$ cat src/rtl/pc_pkg.sv
// Shared definitions for the program-counter sequencer.
//   SRC_WIDTH  : width of the next-PC select field
//   pc_src_e   : next-PC select encodings; codes above SRC_RETURN behave as SRC_HOLD
package pc_pkg;

    localparam int SRC_WIDTH = 3;

    typedef enum logic [SRC_WIDTH-1:0] {
        SRC_INCREMENT  = 3'd0,
        SRC_ADD_OFFSET = 3'd1,
        SRC_EXPLICIT   = 3'd2,
        SRC_VECTOR     = 3'd3,
        SRC_RETURN     = 3'd4,
        SRC_HOLD       = 3'd5
    } pc_src_e;

endpackage

$ cat src/rtl/return_address_stack.sv
// Circular return-address stack.
//   clock, reset : rising-edge clock, synchronous active-high reset
//   push         : write push_data as the new top
//   pop          : discard the top entry (ignored when empty)
//   push_data    : address to store
//   top          : current top entry (undefined when empty)
//   empty, full  : occupancy is 0 / DEPTH
//   overflow     : sticky, set when a push overwrites the oldest entry
module return_address_stack #(
    parameter int WIDTH = 32,
    parameter int DEPTH = 4
) (
    input  logic             clock,
    input  logic             reset,
    input  logic             push,
    input  logic             pop,
    input  logic [WIDTH-1:0] push_data,
    output logic [WIDTH-1:0] top,
    output logic             empty,
    output logic             full,
    output logic             overflow
);

    localparam int PW = $clog2(DEPTH);
    localparam int CW = PW + 1;
    localparam logic [CW-1:0] FULL_COUNT = CW'(DEPTH);

    logic [WIDTH-1:0] stack_q [DEPTH];
    logic [PW-1:0]    sp_q, sp_d;
    logic [PW-1:0]    top_idx;
    logic [PW-1:0]    wr_idx;
    logic [CW-1:0]    count_q, count_d;
    logic             overflow_q, overflow_d;
    logic             wr_en;
    logic             do_pop;

    // sp_q is the next free slot; once the stack is full it wraps onto the
    // oldest entry, so a push at full naturally overwrites that entry.
    assign top_idx  = sp_q - PW'(1);
    assign top      = stack_q[top_idx];
    assign empty    = (count_q == '0);
    assign full     = (count_q == FULL_COUNT);
    assign overflow = overflow_q;

    always_comb begin
        sp_d       = sp_q;
        count_d    = count_q;
        overflow_d = overflow_q;
        wr_en      = 1'b0;
        wr_idx     = sp_q;
        do_pop     = pop && !empty;
        if (push && do_pop) begin
            // Simultaneous pop and push: replace the top in place.
            wr_en  = 1'b1;
            wr_idx = top_idx;
        end else if (push) begin
            wr_en = 1'b1;
            sp_d  = sp_q + PW'(1);
            if (full) begin
                overflow_d = 1'b1;
            end else begin
                count_d = count_q + CW'(1);
            end
        end else if (do_pop) begin
            sp_d    = top_idx;
            count_d = count_q - CW'(1);
        end
    end

    always_ff @(posedge clock) begin
        if (reset) begin
            sp_q       <= '0;
            count_q    <= '0;
            overflow_q <= 1'b0;
        end else begin
            sp_q       <= sp_d;
            count_q    <= count_d;
            overflow_q <= overflow_d;
        end
    end

    // Storage is deliberately left out of reset; occupancy alone decides validity.
    always_ff @(posedge clock) begin
        if (wr_en && !reset) begin
            stack_q[wr_idx] <= push_data;
        end
    end

endmodule

$ cat src/rtl/pc_sequencer.sv
// Program-counter sequencer with vectoring and a return-address stack.
//   clock, reset    : rising-edge clock, synchronous active-high reset
//   write_enable    : PC update strobe
//   source          : next-PC select (pc_pkg::pc_src_e)
//   word_offset     : signed word offset for SRC_ADD_OFFSET
//   explicit_value  : target for SRC_EXPLICIT and for SRC_RETURN on an empty stack
//   vector_bit      : selects VECTOR_BASE_LO (1) or VECTOR_BASE_HI (0)
//   vector_index    : handler number for SRC_VECTOR
//   push_return     : push PC+4 onto the return stack
//   program_counter : current PC
//   ras_empty/full  : stack occupancy flags
//   ras_overflow    : sticky stack overwrite flag
//   misaligned      : pulse after a load of an address with nonzero low bits
//   ras_underflow   : pulse after a return taken on an empty stack
module pc_sequencer
    import pc_pkg::*;
#(
    parameter int          ADDR_WIDTH     = 32,
    parameter logic [31:0] RESET_VECTOR   = 32'hE0000000,
    parameter logic [31:0] VECTOR_BASE_HI = 32'hE0000000,
    parameter logic [31:0] VECTOR_BASE_LO = 32'hC0000000,
    parameter int          NUM_VECTORS    = 4,
    parameter int          RAS_DEPTH      = 4
) (
    input  logic                           clock,
    input  logic                           reset,
    input  logic                           write_enable,
    input  logic [SRC_WIDTH-1:0]           source,
    input  logic [ADDR_WIDTH-3:0]          word_offset,
    input  logic [ADDR_WIDTH-1:0]          explicit_value,
    input  logic                           vector_bit,
    input  logic [$clog2(NUM_VECTORS)-1:0] vector_index,
    input  logic                           push_return,
    output logic [ADDR_WIDTH-1:0]          program_counter,
    output logic                           ras_empty,
    output logic                           ras_full,
    output logic                           ras_overflow,
    output logic                           misaligned,
    output logic                           ras_underflow
);

    localparam int AW = ADDR_WIDTH;
    localparam int OW = AW - 2;
    localparam int VW = $clog2(NUM_VECTORS);

    localparam logic [AW-1:0] RESET_PC = {RESET_VECTOR[AW-1:2], 2'b00};
    localparam logic [AW-1:0] BASE_HI  = {VECTOR_BASE_HI[AW-1:2], 2'b00};
    localparam logic [AW-1:0] BASE_LO  = {VECTOR_BASE_LO[AW-1:2], 2'b00};
    localparam logic [AW-1:0] PC_STEP  = AW'(4);

    logic [AW-1:0] pc_q, pc_d;
    logic          misaligned_q, misaligned_d;
    logic          underflow_q, underflow_d;
    logic [AW-1:0] return_addr;
    logic [AW-1:0] aligned_explicit;
    logic [AW-1:0] vector_offset;
    logic [AW-1:0] ras_top;
    logic          ras_push;
    logic          ras_pop;

    // Handler n lives one word past n words from the base, hence index+1.
    assign vector_offset    = {OW'(vector_index) + OW'(1), 2'b00};
    assign return_addr      = pc_q + PC_STEP;
    assign aligned_explicit = {explicit_value[AW-1:2], 2'b00};

    // The stack only sees a pop on a return; it ignores the pop when empty,
    // which lets a same-cycle push on an empty stack land as a plain push.
    always_comb begin
        pc_d         = pc_q;
        misaligned_d = 1'b0;
        underflow_d  = 1'b0;
        ras_push     = write_enable && push_return;
        ras_pop      = 1'b0;
        if (write_enable) begin
            case (source)
                SRC_INCREMENT:  pc_d = return_addr;
                SRC_ADD_OFFSET: pc_d = pc_q + {word_offset, 2'b00};
                SRC_EXPLICIT: begin
                    pc_d         = aligned_explicit;
                    misaligned_d = |explicit_value[1:0];
                end
                SRC_VECTOR:     pc_d = (vector_bit ? BASE_LO : BASE_HI) + vector_offset;
                SRC_RETURN: begin
                    ras_pop = 1'b1;
                    if (ras_empty) begin
                        pc_d         = aligned_explicit;
                        misaligned_d = |explicit_value[1:0];
                        underflow_d  = 1'b1;
                    end else begin
                        pc_d = ras_top;
                    end
                end
                default:        pc_d = pc_q;
            endcase
        end
    end

    always_ff @(posedge clock) begin
        if (reset) begin
            pc_q         <= RESET_PC;
            misaligned_q <= 1'b0;
            underflow_q  <= 1'b0;
        end else begin
            pc_q         <= pc_d;
            misaligned_q <= misaligned_d;
            underflow_q  <= underflow_d;
        end
    end

    return_address_stack #(
        .WIDTH (AW),
        .DEPTH (RAS_DEPTH)
    ) u_ras (
        .clock     (clock),
        .reset     (reset),
        .push      (ras_push),
        .pop       (ras_pop),
        .push_data (return_addr),
        .top       (ras_top),
        .empty     (ras_empty),
        .full      (ras_full),
        .overflow  (ras_overflow)
    );

    assign program_counter = pc_q;
    assign misaligned      = misaligned_q;
    assign ras_underflow   = underflow_q;

endmodule
$ cat config.mk
export PLATFORM = sky130hd
export DESIGN_NAME = pc_sequencer
export DESIGN_NICKNAME = d
export VERILOG_FILES = /design/src/rtl/pc_pkg.sv /design/src/rtl/return_address_stack.sv /design/src/rtl/pc_sequencer.sv
export SDC_FILE = /design/constraint.sdc
export NUM_CORES = 1
export LEC_CHECK = 0
export CAP_MARGIN = 0
export CORE_AREA = 2 2 140 142
export DETAILED_ROUTE_END_ITERATION = 12
export DIE_AREA = 0 0 142 144
export PLACE_DENSITY_LB_ADDON = 0.05
export SYNTH_ARGS = -nofsm -noshare
export SYNTH_HDL_FRONTEND = slang
export SYNTH_HIERARCHICAL = 1
export SYNTH_SLANG_ARGS = --single-unit
$ cat constraint.sdc
create_clock -name clock -period 11.75 [get_ports clock]
set_input_delay 2.35 -clock clock [delete_from_list [all_inputs] [get_ports clock]]
set_output_delay 2.35 -clock clock [all_outputs]
set_load 0.01 [all_outputs]
==> metrics.md <==
| Metric | Value |
|---|---|
| Status | `finished, final reports clean` |
| Share of total power in combinational logic | `between 10% and 20%` |
| 1st-pass router iterations | `5` |
| Global Route Usage Sum | `26.9%` |
| Area contributors post-synth | `edfxtp_1 (41%), dfxtp_1 (8.6%), mux4_2 (7.7%)` |
| Die span in y | `approximately 140 µm` |
| First-pass GRT wire length | `approximately 41000 µm` |
| F_max | `around 190 MHz` |
| Pin count of the biggest net entering global routing | `45` |
| Top cell type by total area after synthesis | `edfxtp_1` |
| Crit path DAT | `around 5.5 ns` |
| P_int | `approximately 1.1 mW` |
| Initial cell density of the core | `between 40% and 50%` |
| GRT overflow | `0` |
| Post-synthesis adder-cell area fraction | `4.99%` |
| Multi-input gate area | `around 4400 µm²` |
| Routed WL per cell | `23.2 µm` |
| NetSw | `~0.4 mW` |
| CP Data Required Time | `approximately 12 ns` |
| H-tree depth | `4` |
| MaxCap Viol Count | `0` |
| Number of synthesized flops with an enable pin | `approximately 130` |
| P_leak | `roughly 3.8 nW` |
| Multiplexer area fraction after synthesis | `8.26%` |
| CTS tree | `done` |
| Peak VDD IR | `0.0000906 V` |
| Clk_lat worst skew | `about 0.43 ns` |
| Worst slack, placed | `approximately 6.0 ns` |
| Relative slew slack | `37.6%` |
| CTS buffer count | `17` |
| Antenna Violating Nets Remaining | `0` |
| Crit path max-delay family | `simple AND/OR/NAND/NOR gates` |
| Drt total wl | `around 27000 µm` |
| Worst slew pin tran | `~0.94 ns` |
| Area growth, synth to finish | `19.5%` |
| Initial antenna violation count | `0` |
| Final hold vios | `0` |
| Resized cells post-CTS | `0` |
| Clock sinks | `168` |
| Met3 Track Usage GR | `3.38%` |
| Post-synthesis compound-gate area fraction | `16.0%` |
| Ports | `109` |
| Top cell type's share of synthesized area | `around two fifths` |
| Clock slew at reported path FFs | `about 0.060 ns` |
| Mapped Nets | `between 900 and 1000` |
| Crit path cell chain | `clkdlybuf4s50_1, nor2_2, and3_1, nand2b_1, inv_1, ha_1, nor2b_2, nor4_2, buf_4` |
| Syn Std Cell Area | `a little over 9000 µm²` |
| Via density | `~6.3` |
| Worst hold endpoint | `u_ras/overflow` |
| Clock Path Buffers | `2` |
| Die area | `just over 20000 µm²` |
| Met2 usage | `between 40% and 50%` |
| Detailed Place HPWL | `18200 µm` |
| Via Count | `about 7300` |
| Final Core Density | `between 50% and 60%` |
| CP max stage delay | `0.77 ns` |
| Primary FF master, synth | `edfxtp_1` |
| Simple-Gate Fraction of Synth Area | `between 10% and 20%` |
| Min-delay worst type | `reg -> reg` |
| Clock share of power | `a little over a third` |
| RSZ-0062 raised after global routing | `no` |
| R2r setup slk | `around 8.6 ns` |
| R2r worst-path depth | `11` |
| ANT cells | `0` |
| Distinct cells, synth | `between 70 and 80` |
| DR iter-0 viols | `619` |
| Critical-path top delay cell | `clkdlybuf4s50_1` |
| Synth Area in XOR/XNOR | `5.54%` |
| Pwr dens | `between 100 and 150 nW/µm²` |
| Worst r2r src | `program_counter[2]` |
| FP Rows | `between 50 and 60` |
| Final Non-Filler Cells | `1166` |
| Switching share of power | `a little over a quarter` |
| Post-synthesis area per instance | `11.3 µm²` |
| Count of pins over their slew limit | `0` |
| Final period util | `a little under half` |
| Main combinational cell family by area after synthesis | `compound AO/OA/AOI/OAI gates` |
| Final min period | `5.38 ns` |
| FF+latch area | `about 4600 µm²` |
| Die width | `between 100 and 150 µm` |
| Nets@finish | `roughly 1000` |
| Post-CTS Setup Repair Bufs | `0` |
| Final Skew | `0.0116 ns` |
| Vias in the first global route | `7113` |
| Cells after Synth | `slightly above 800` |
| Met1 GRT Util | `around 36%` |
| Startpoint Class | `input port` |
| Buffers & Inverters on Critical Path | `3` |
| CTS hold repair buffers | `0` |
| Hold-critical path depth | `2` |
| Sequential share of power | `approximately 46%` |
| Gr busiest metal | `met2` |
| TNS Setup | `0 ns` |
| DRC errors left | `0` |
| Max FO, Critical Path | `27` |
| Port bufs | `108` |
| Routability Congestion | `~0.89` |
| Root Buffer Master | `clkbuf_16` |
| Core area | `around 19000 µm²` |
| Setup CP Type | `in -> reg` |
| Crit end category | `flop` |
| Post-route setup slack | `around 6.4 ns` |
| FFs w/ async S/R, synth | `0%` |
| Register area share after synthesis | `49.8%` |
| Layout cells sized above 1 | `between 10% and 20%` |
| Fillers | `1601` |
| Placed insts | `1134` |
| Hold Slack | `around 0.48 ns` |
| Setup Viol. Count Final | `0` |
| Synth warn | `6` |
| Critical R2R Capture | `program_counter[28]` |
| Worst Hold Launch | `u_ras/overflow` |
| Seq cells post-synth | `roughly 170` |
cell type report:
| type | instances | area share, % |
|---|---|---|
| clock buffer | 24 | 4.14 |
| clock inverter | 8 | 0.685 |
| inverter | 20 | 0.673 |
| timing repair buffer | 123 | 10.7 |
| tap | 238 | 2.67 |
| multi-input combinational | 585 | 39.5 |
| sequential | 168 | 41.7 |
Yosys cell counts (3+ instances only):
master,number
edfxtp_1,128
a21oi_1,69
nand2_1,61
nor2_1,60
o21ai_0,45
dfxtp_1,40
xnor2_1,37
ha_1,34
mux4_2,32
clkbuf_1,23
xor2_1,22
a221oi_1,20
inv_1,20
nor3_1,20
nand3_1,19
buf_2,17
o211ai_1,16
and3_1,13
a31oi_1,12
a211oi_1,9
a21o_1,8
and2_1,8
nand4_1,7
nand2b_1,6
o22ai_1,6
a221o_1,5
buf_6,5
mux2i_1,5
o21a_1,5
nor2b_1,4
o2111ai_1,4
a22oi_1,3
a311oi_1,3
buf_4,3
o31ai_1,3
or2_2,3
or3_1,3
kinds of logic after synthesis:
kind of cell | Yosys count
adder cells (fa/ha/maj) | 36
multiplexers | 37
AO/OA/AOI/OAI | 228
XOR/XNOR | 59
AND/OR/NAND/NOR | 225
flip-flops | 168
buffers and inverters | 70
per-layer routing:
layer  share of wire (%)  wire length, µm
met1                  42            11500
met3                 6.3             1700
met4                 2.2              609
met2                  49            13300
met5                   0                0
flip-flops by register name (all words and copies together) (netlist names):
signal           cells
program_counter     32
u_ras/overflow       1
ras_underflow        1
u_ras/sp_q           2
u_ras/stack_q      128
u_ras/count_q        3
misaligned           1
worst max path at each step:
stage / cells after the start / startpoint / slack, ns / to
2_1_floorplan: 8 / source[2] / 4.75 / u_ras/stack_q[2][0]
3_3_place_gp: 9 / source[1] / 6.08 / u_ras/stack_q[0][9]
3_5_place_dp: 9 / source[1] / 5.97 / u_ras/stack_q[0][9]
4_1_cts: 8 / source[2] / 6.38 / u_ras/stack_q[0][8]
5_1_grt: 9 / source[1] / 6.22 / u_ras/stack_q[0][8]
6_report: 9 / source[1] / 6.37 / u_ras/stack_q[0][8]
worst register-to-register path, stage by stage, from the launching register on:
cell and delay, ns:
dfxtp_1 0.50, ha_1 0.29, inv_1 0.07, fa_1 0.39, nand2b_1 0.18, a21oi_1 0.26
o211ai_1 0.27, a21boi_2 0.29, o21ai_1 0.18, o31ai_1 0.34, xnor2_1 0.16, o21ai_0 0.08
power by group through the flow:
stage	sequential [mW]	clock [mW]	combinational (mW)
floorplan	0.688	0	0.181
global placement	0.691	0	0.279
detailed placement	0.692	0	0.281
CTS	0.679	0.527	0.283
global route	0.681	0.552	0.307
finish	0.679	0.520	0.284
cells in the final DEF, fill, tap and decap left out, types with 20 or more instances in the layout:
cell,instances
o21ai_0,45
ha_1,34
mux4_2,32
clkdlybuf4s50_1,107
nor2_1,57
a21oi_1,69
a221oi_1,20
xor2_1,21
nor3_1,20
edfxtp_1,128
nand2_1,61
xnor2_1,36
dfxtp_1,39
inv_1,20
per-stage QoR:
stage / instance area [µm²] / total power [mW]
after floorplan: 9330 / 0.869
after global placement: 10600 / 0.969
after detailed placement: 10600 / 0.973
after CTS: 11100 / 1.49
after global routing: 11100 / 1.54
final: 11100 / 1.48
No activity file was read; power rests on OpenSTA's default activity.
